**src/rtl/ahb_bridge_arbiter_if.sv**
```systemverilog
// Bus bundle between up to four AHB masters, the round-robin arbiter and the
// AHB-to-APB bridge slave port.
interface ahb_bridge_arbiter_if #(
    parameter int NUM_M = 3
);
    logic [NUM_M-1:0]    Hbusreq;
    logic [NUM_M-1:0]    Hlock;
    logic [2*NUM_M-1:0]  Htrans_m;
    logic [NUM_M-1:0]    Hwrite_m;
    logic [32*NUM_M-1:0] Haddr_m;
    logic [32*NUM_M-1:0] Hwdata_m;
    logic                Hreadyout;
    logic [NUM_M-1:0]    Hgrant;
    logic [1:0]          Hmaster;
    logic                Hmastlock;
    logic [1:0]          Htrans;
    logic                Hwrite;
    logic [31:0]         Haddr;
    logic [31:0]         Hwdata;
    logic                Hreadyin;

    // Arbiter side: takes master requests and bridge ready, drives grant and bridge inputs.
    modport slave (
        input  Hbusreq, Hlock, Htrans_m, Hwrite_m, Haddr_m, Hwdata_m, Hreadyout,
        output Hgrant, Hmaster, Hmastlock, Htrans, Hwrite, Haddr, Hwdata, Hreadyin
    );

    modport master (
        output Hbusreq, Hlock, Htrans_m, Hwrite_m, Haddr_m, Hwdata_m, Hreadyout,
        input  Hgrant, Hmaster, Hmastlock, Htrans, Hwrite, Haddr, Hwdata, Hreadyin
    );
endinterface

```
**src/rtl/ahb_bridge_arbiter.sv**
```systemverilog
// Round-robin AHB arbiter with hold limiting and locked tenures, steering the
// address-phase owner's controls and the data-phase owner's write data into the bridge.
module ahb_bridge_arbiter #(
    parameter int NUM_M    = 3,
    parameter int MAX_HOLD = 4
) (
    input  logic                 Hclk,
    input  logic                 Hresetn,
    ahb_bridge_arbiter_if.slave  bus
);
    typedef enum logic [1:0] {
        PARK   = 2'd0,
        OWNED  = 2'd1,
        LOCKED = 2'd2
    } state_e;

    state_e      state_q, state_d;
    logic [1:0]  hmaster_q, hmaster_d;
    logic [1:0]  downer_q, downer_d;
    logic [1:0]  last_q, last_d;
    logic [3:0]  hold_q, hold_d;

    logic [3:0]  req4, lock4, write4, others4;
    logic [1:0]  trans_a [4];
    logic [31:0] addr_a  [4];
    logic [31:0] wdata_a [4];

    logic        own_req, own_lock, own_xfer, others_req, arb;
    logic [3:0]  hold_inc;
    logic        win_found;
    logic [1:0]  win_idx, cand;

    // Widen per-master inputs to four slots so a 2-bit owner index is always in range.
    always_comb begin : pad_inputs
        req4   = '0;
        lock4  = '0;
        write4 = '0;
        for (int i = 0; i < 4; i++) begin
            trans_a[i] = '0;
            addr_a[i]  = '0;
            wdata_a[i] = '0;
        end
        for (int i = 0; i < NUM_M; i++) begin
            req4[i]    = bus.Hbusreq[i];
            lock4[i]   = bus.Hlock[i];
            write4[i]  = bus.Hwrite_m[i];
            trans_a[i] = bus.Htrans_m[2*i +: 2];
            addr_a[i]  = bus.Haddr_m[32*i +: 32];
            wdata_a[i] = bus.Hwdata_m[32*i +: 32];
        end
    end

    // The hold limit counts the transfer being accepted this cycle, so a tenure is
    // exactly MAX_HOLD transfers long when others are waiting.
    always_comb begin : owner_status
        own_req    = req4[hmaster_q];
        own_lock   = lock4[hmaster_q];
        own_xfer   = trans_a[hmaster_q][1];
        others4    = req4;
        others4[hmaster_q] = 1'b0;
        others_req = |others4;
        hold_inc   = (own_xfer && hold_q != 4'(MAX_HOLD)) ? hold_q + 4'd1 : hold_q;
    end

    always_comb begin : rr_search
        win_found = 1'b0;
        win_idx   = '0;
        cand      = '0;
        for (int k = 1; k <= NUM_M; k++) begin
            cand = 2'((int'(last_q) + k) % NUM_M);
            if (!win_found && req4[cand]) begin
                win_found = 1'b1;
                win_idx   = cand;
            end
        end
    end

    always_comb begin : next_state
        state_d   = state_q;
        hmaster_d = hmaster_q;
        downer_d  = downer_q;
        last_d    = last_q;
        hold_d    = hold_q;
        arb       = 1'b0;
        if (bus.Hreadyout) begin
            downer_d = hmaster_q;
            unique case (state_q)
                PARK: arb = 1'b1;
                OWNED: begin
                    if (own_req && own_lock) begin
                        state_d = LOCKED;
                        hold_d  = hold_inc;
                    end else if (!own_req || (hold_inc == 4'(MAX_HOLD) && others_req)) begin
                        arb = 1'b1;
                    end else begin
                        hold_d = hold_inc;
                    end
                end
                LOCKED: begin
                    if (!own_lock) state_d = OWNED;
                end
                default: state_d = PARK;
            endcase
            if (arb) begin
                hold_d = '0;
                if (win_found) begin
                    hmaster_d = win_idx;
                    last_d    = win_idx;
                    state_d   = lock4[win_idx] ? LOCKED : OWNED;
                end else begin
                    hmaster_d = '0;
                    state_d   = PARK;
                end
            end
        end
    end

    always_ff @(posedge Hclk) begin : state_reg
        if (!Hresetn) begin
            state_q   <= PARK;
            hmaster_q <= '0;
            downer_q  <= '0;
            last_q    <= '0;
            hold_q    <= '0;
        end else begin
            state_q   <= state_d;
            hmaster_q <= hmaster_d;
            downer_q  <= downer_d;
            last_q    <= last_d;
            hold_q    <= hold_d;
        end
    end

    always_comb begin : outputs
        bus.Hgrant = '0;
        for (int i = 0; i < NUM_M; i++) begin
            bus.Hgrant[i] = (hmaster_q == 2'(i));
        end
        bus.Hmaster   = hmaster_q;
        bus.Hmastlock = (state_q == LOCKED);
        bus.Htrans    = (state_q == PARK) ? 2'b00 : trans_a[hmaster_q];
        bus.Hwrite    = write4[hmaster_q];
        bus.Haddr     = addr_a[hmaster_q];
        bus.Hwdata    = wdata_a[downer_q];
        bus.Hreadyin  = bus.Hreadyout;
    end
endmodule
```
**src/flat_wrapper.sv**
```systemverilog
// flat-port wrapper written by rule: the top's interface ports become plain ports
module ahb_bridge_arbiter_flat 
#(
    parameter int NUM_M    = 3,
    parameter int MAX_HOLD = 4
)
  (Hclk, Hresetn, bus_Hbusreq, bus_Hlock, bus_Htrans_m, bus_Hwrite_m, bus_Haddr_m, bus_Hwdata_m, bus_Hreadyout, bus_Hgrant, bus_Hmaster, bus_Hmastlock, bus_Htrans, bus_Hwrite, bus_Haddr, bus_Hwdata, bus_Hreadyin);
  ahb_bridge_arbiter_if #(.NUM_M(NUM_M)) bus_i ();
  input  logic Hclk;
  input  logic Hresetn;
  input wire logic [$bits(bus_i.Hbusreq)-1:0] bus_Hbusreq;
  input wire logic [$bits(bus_i.Hlock)-1:0] bus_Hlock;
  input wire logic [$bits(bus_i.Htrans_m)-1:0] bus_Htrans_m;
  input wire logic [$bits(bus_i.Hwrite_m)-1:0] bus_Hwrite_m;
  input wire logic [$bits(bus_i.Haddr_m)-1:0] bus_Haddr_m;
  input wire logic [$bits(bus_i.Hwdata_m)-1:0] bus_Hwdata_m;
  input wire logic [$bits(bus_i.Hreadyout)-1:0] bus_Hreadyout;
  output wire logic [$bits(bus_i.Hgrant)-1:0] bus_Hgrant;
  output wire logic [$bits(bus_i.Hmaster)-1:0] bus_Hmaster;
  output wire logic [$bits(bus_i.Hmastlock)-1:0] bus_Hmastlock;
  output wire logic [$bits(bus_i.Htrans)-1:0] bus_Htrans;
  output wire logic [$bits(bus_i.Hwrite)-1:0] bus_Hwrite;
  output wire logic [$bits(bus_i.Haddr)-1:0] bus_Haddr;
  output wire logic [$bits(bus_i.Hwdata)-1:0] bus_Hwdata;
  output wire logic [$bits(bus_i.Hreadyin)-1:0] bus_Hreadyin;
  assign bus_i.Hbusreq = bus_Hbusreq;
  assign bus_i.Hlock = bus_Hlock;
  assign bus_i.Htrans_m = bus_Htrans_m;
  assign bus_i.Hwrite_m = bus_Hwrite_m;
  assign bus_i.Haddr_m = bus_Haddr_m;
  assign bus_i.Hwdata_m = bus_Hwdata_m;
  assign bus_i.Hreadyout = bus_Hreadyout;
  assign bus_Hgrant = bus_i.Hgrant;
  assign bus_Hmaster = bus_i.Hmaster;
  assign bus_Hmastlock = bus_i.Hmastlock;
  assign bus_Htrans = bus_i.Htrans;
  assign bus_Hwrite = bus_i.Hwrite;
  assign bus_Haddr = bus_i.Haddr;
  assign bus_Hwdata = bus_i.Hwdata;
  assign bus_Hreadyin = bus_i.Hreadyin;
  ahb_bridge_arbiter #(.NUM_M(NUM_M), .MAX_HOLD(MAX_HOLD)) u_core (.Hclk(Hclk), .Hresetn(Hresetn), .bus(bus_i));
endmodule
```
**config.mk**
```make
export PLATFORM = sky130hd
export DESIGN_NAME = ahb_bridge_arbiter_flat
export DESIGN_NICKNAME = d
export VERILOG_FILES = /design/src/rtl/ahb_bridge_arbiter_if.sv /design/src/rtl/ahb_bridge_arbiter.sv /design/src/flat_wrapper.sv
export SDC_FILE = /design/constraint.sdc
export NUM_CORES = 1
export LEC_CHECK = 0
export ABC_CLOCK_PERIOD_IN_PS = 5300
export CAP_MARGIN = 20
export CORE_AREA = 2 2 110 112
export CTS_CLUSTER_SIZE = 40
export DETAILED_ROUTE_END_ITERATION = 12
export DIE_AREA = 0 0 112 114
export PLACE_DENSITY = 0.63
export SETUP_SLACK_MARGIN = 0.3
export SYNTH_ARGS = -nofsm -noshare
export SYNTH_HDL_FRONTEND = slang
export SYNTH_SLANG_ARGS = --single-unit
```
**constraint.sdc**
```tcl
create_clock -name Hclk -period 5.3 [get_ports Hclk]
set_input_delay 1.06 -clock Hclk [delete_from_list [all_inputs] [get_ports Hclk]]
set_output_delay 1.06 -clock Hclk [all_outputs]
set_load 0.05 [all_outputs]
```
==> reports/results.txt <==
The cell area that synthesis handed to floorplanning was 0.00238 sq mm. The logs give 3,579 for the vias after detailed routing and 2.88 ns for the data arrival time at the worst-slack endpoint. Across the run, the number of max-cap violations was 0. Of the available clock period, the critical path in the final layout requires 74.4%.

After detailed routing, the average wire length per cell comes to 16.5 microns. The maximum VDD drop came out at 0.128 mV. Timing would allow up to 254 MHz. The worst setup path is launched from an input port. The data required time at the worst endpoint was 4.24 ns; the number of top-level pins was 284. In the routed design, unresolved DRC markers number 0. Dividing the detail-routed via count by the number of cells gives 4.69.

The number of nets produced by synthesis came out at 568. The final wirelength was 12.6 mm; the post-synthesis register bit count was 12. Summed over its instances, the top area cell type makes up 31.2% of the synthesized netlist area. Global-route wire length before repair: 18.5 mm. At the pin with the least slew margin, the transition time is 1.05 ns.

Sequential elements use 10.1% of the synthesized area. Along the worst path, the maximum fanout reaches 7. The run finished with clean final reports. For this design the static power due to leakage is 1.78 nW. Number of global-route vias before repair: 3,514. Clock tree synthesis found a total of 12 sinks. For the final max-slew violation count, the log shows 0. The biggest area contributor in the post-synthesis netlist is mux2i_1. The final count of negative-setup-slack endpoints was 0.

The worst path in the final design needs a cycle of 3.94 ns, including I/O delays and setup. The worst setup path is of the input port to output pin kind. The most common cell in the synthesized netlist is nand2_1. Power spread over the standard cell area amounts to 180 mW/mm^2. Number of buffers on the longest clock path: 2. The logs give 1 for the initial antenna violation count and 0 ns for the final sum of negative setup slack. Once detail routing completed, the nets flagged for antenna violations numbered 0. The tools report the number of cells produced by synthesis as 354. The most used flip-flop cell after synthesis is dfxtp_1.

Cells with a size suffix above 1 make up 2.93% of the layout. The floorplan die height is 114 microns, and the area inside the core boundary is 0.0117 sq mm. In the post-synthesis netlist, the biggest area contributors are mux2i_1 (31%), o21ai_0 (15%), nand2_1 (12%), dfxtp_1 (10%), clkbuf_1 (3.3%). The final standard cell count with taps included and fillers excluded is 763.

Across every metal layer, demand over resource in global routing totals 17.9%. The count of port buffers added during placement came out at 283. The floorplan step defined a die boundary enclosing 0.0128 sq mm. Buffers inserted during clock tree synthesis total 3.

Summed over all nets, the half-perimeter wirelength after detailed placement is 10.4 mm. For this run, the share of the core covered by cells in the final layout is 46.0%. TritonCTS built the clock tree. The initial utilization of the core area, before any placement, comes to 20.3%. The async set-or-reset flop fraction in the synthesized netlist is 0%.

The iteration count of the initial detailed-routing pass was 4. The die span in x is 112 microns, and the total of warnings raised by yosys is 0. The pin count of the biggest net entering global routing was 44; the net count reported at finish was 831. For the CTS H-tree depth, the log shows 1. Counting instances in the post-synthesis netlist gives the leading cell types as nand2_1 (78), mux2i_1 (74), o21ai_0 (72), clkbuf_1 (21), nor2_1 (13).

Routability-driven placement finished with a final weighted congestion of 0.825. The floorplan has 40 rows. In this run, synthesis inferred 0 flip-flops with an integrated enable.

The worst pin sits at a relative slew slack of 30.2%. Setup repair after global routing left no endpoint under its margin. In this run, post-CTS repair resized a total of 0 instances. The worst setup path is captured at an output pin. The clock arrives with 0.00179 ns of skew. The classification of the worst-slack hold path was register to register.

The run gives 48 as the number of distinct library cells after synthesis. The clock transition at the registers of the reported paths is 0.04 ns. Global routing finished with a remaining overflow of 0. Clock tree root buffer cell: clkbuf_16. The post-CTS setup repair buffer count is 0. Including well taps, the total number of placed cells is 759. Averaged over all synthesized cells, the footprint is 6.71 sq um.

The number of failing hold endpoints at the final stage came out at 0. For this design, the CTS-stage hold fixing added 0 buffers. The later pin in the worst-skew pair is clocked with a latency of 0.24 ns.

The synthesis-to-finish area growth was 127%; the number of DRC violations after detailed-routing iteration 0 was 210.
-- final cells by class --
class | count | area [sq um]
fill | 1178 | 6320
timing repair buffer | 288 | 2870
multi-input combinational | 302 | 1980
sequential | 12 | 243
tap | 147 | 184
clock buffer | 3 | 75.1
inverter | 10 | 37.5
antenna | 1 | 2.50
-- cells by family (layout without fill, tap and decap cells) --
group | after synthesis | in the layout | share of synthesized area (%)
AND/OR/NAND/NOR | 120 | 120 | 22.4
AO/OA/AOI/OAI | 101 | 101 | 25.4
multiplexers | 76 | 76 | 32.7
buffers and inverters | 40 | 301 | 6.90
flip-flops | 12 | 12 | 10.1
adder cells (fa/ha/maj) | 5 | 5 | 2.53
other | 0 | 1 | 0
-- state kept, by name, indices dropped and copies added, names as in the netlist --
register            count
u_core.bus.Hmaster      2
u_core.downer_q         2
u_core.hold_q           4
u_core.last_q           2
u_core.state_q          2
-- metrics by stage --
step	area [sq um]	total power, W	hold WS (ns)	worst slack (ns)
floorplan	2380	0.000504	0.451	1.29
global placement	5310	0.000827	0.471	1.39
detailed placement	5310	0.000831	0.476	1.36
CTS	5390	0.000974	0.481	1.35
global route	5390	0.00101	0.517	1.27
finish	5390	0.000969	0.481	1.36
-- layer usage --
metal  GRT usage [%]  up-vias  wire length, microns
li1                -     1781                     -
met1            20.6     1643                  4880
met2            34.1      140                  6700
met3            3.40       15                   811
met4            4.39        0                   232
met5               0        -                     0
-- critical path, cell delays in order --
cell             delay, ns
clkdlybuf4s50_1       0.46
mux2i_1               0.11
mux2i_4               0.27
nor2b_1               0.17
clkdlybuf4s50_1       0.81
-- power breakdown --
group	internal [W]	total, W	leakage [nW]	switching, W
logic	0.000314	0.000720	1.65	0.000406
registers	0.0000963	0.000110	0.0985	0.0000134
clock network	0.0000984	0.000139	0.0370	0.0000407
-- cell usage in the layout, fill, tap and decap left out, types with 2 or more instances in the layout --
| cell | count |
|---|---|
| mux2i_1 | 74 |
| clkdlybuf4s50_1 | 283 |
| or3_1 | 2 |
| a21oi_1 | 6 |
| buf_4 | 5 |
| o211ai_1 | 2 |
| o21bai_1 | 2 |
| dfxtp_1 | 10 |
| nor2b_2 | 2 |
| nand2b_1 | 2 |
| nor3_1 | 3 |
| nand3_1 | 2 |
| and3_1 | 3 |
| nand3b_1 | 2 |
| inv_1 | 9 |
| nor2b_1 | 5 |
| nor2_1 | 13 |
| nand2_1 | 78 |
| a31oi_1 | 2 |
| ha_1 | 4 |
| nor3b_1 | 3 |
| clkbuf_16 | 3 |
| o21ai_0 | 72 |
| dfxtp_2 | 2 |
| o31ai_1 | 3 |
-- final timing paths --
path	startpoint	end	slack, ns	cells past startpoint
setup / recovery	bus_Htrans_m[1]	bus_Htrans[1]	1.36	5
hold / removal	u_core.last_q[1]$_SDFFE_PN0P_	u_core.last_q[1]$_SDFFE_PN0P_	0.48	2
setup reg to reg	u_core.bus.Hmaster[0]$_SDFFE_PN0P_	u_core.state_q[0]$_SDFFE_PN0P_	2.64	9
hold reg to reg	u_core.last_q[1]$_SDFFE_PN0P_	u_core.last_q[1]$_SDFFE_PN0P_	0.48	2
Power figures use the tool's default switching activity.
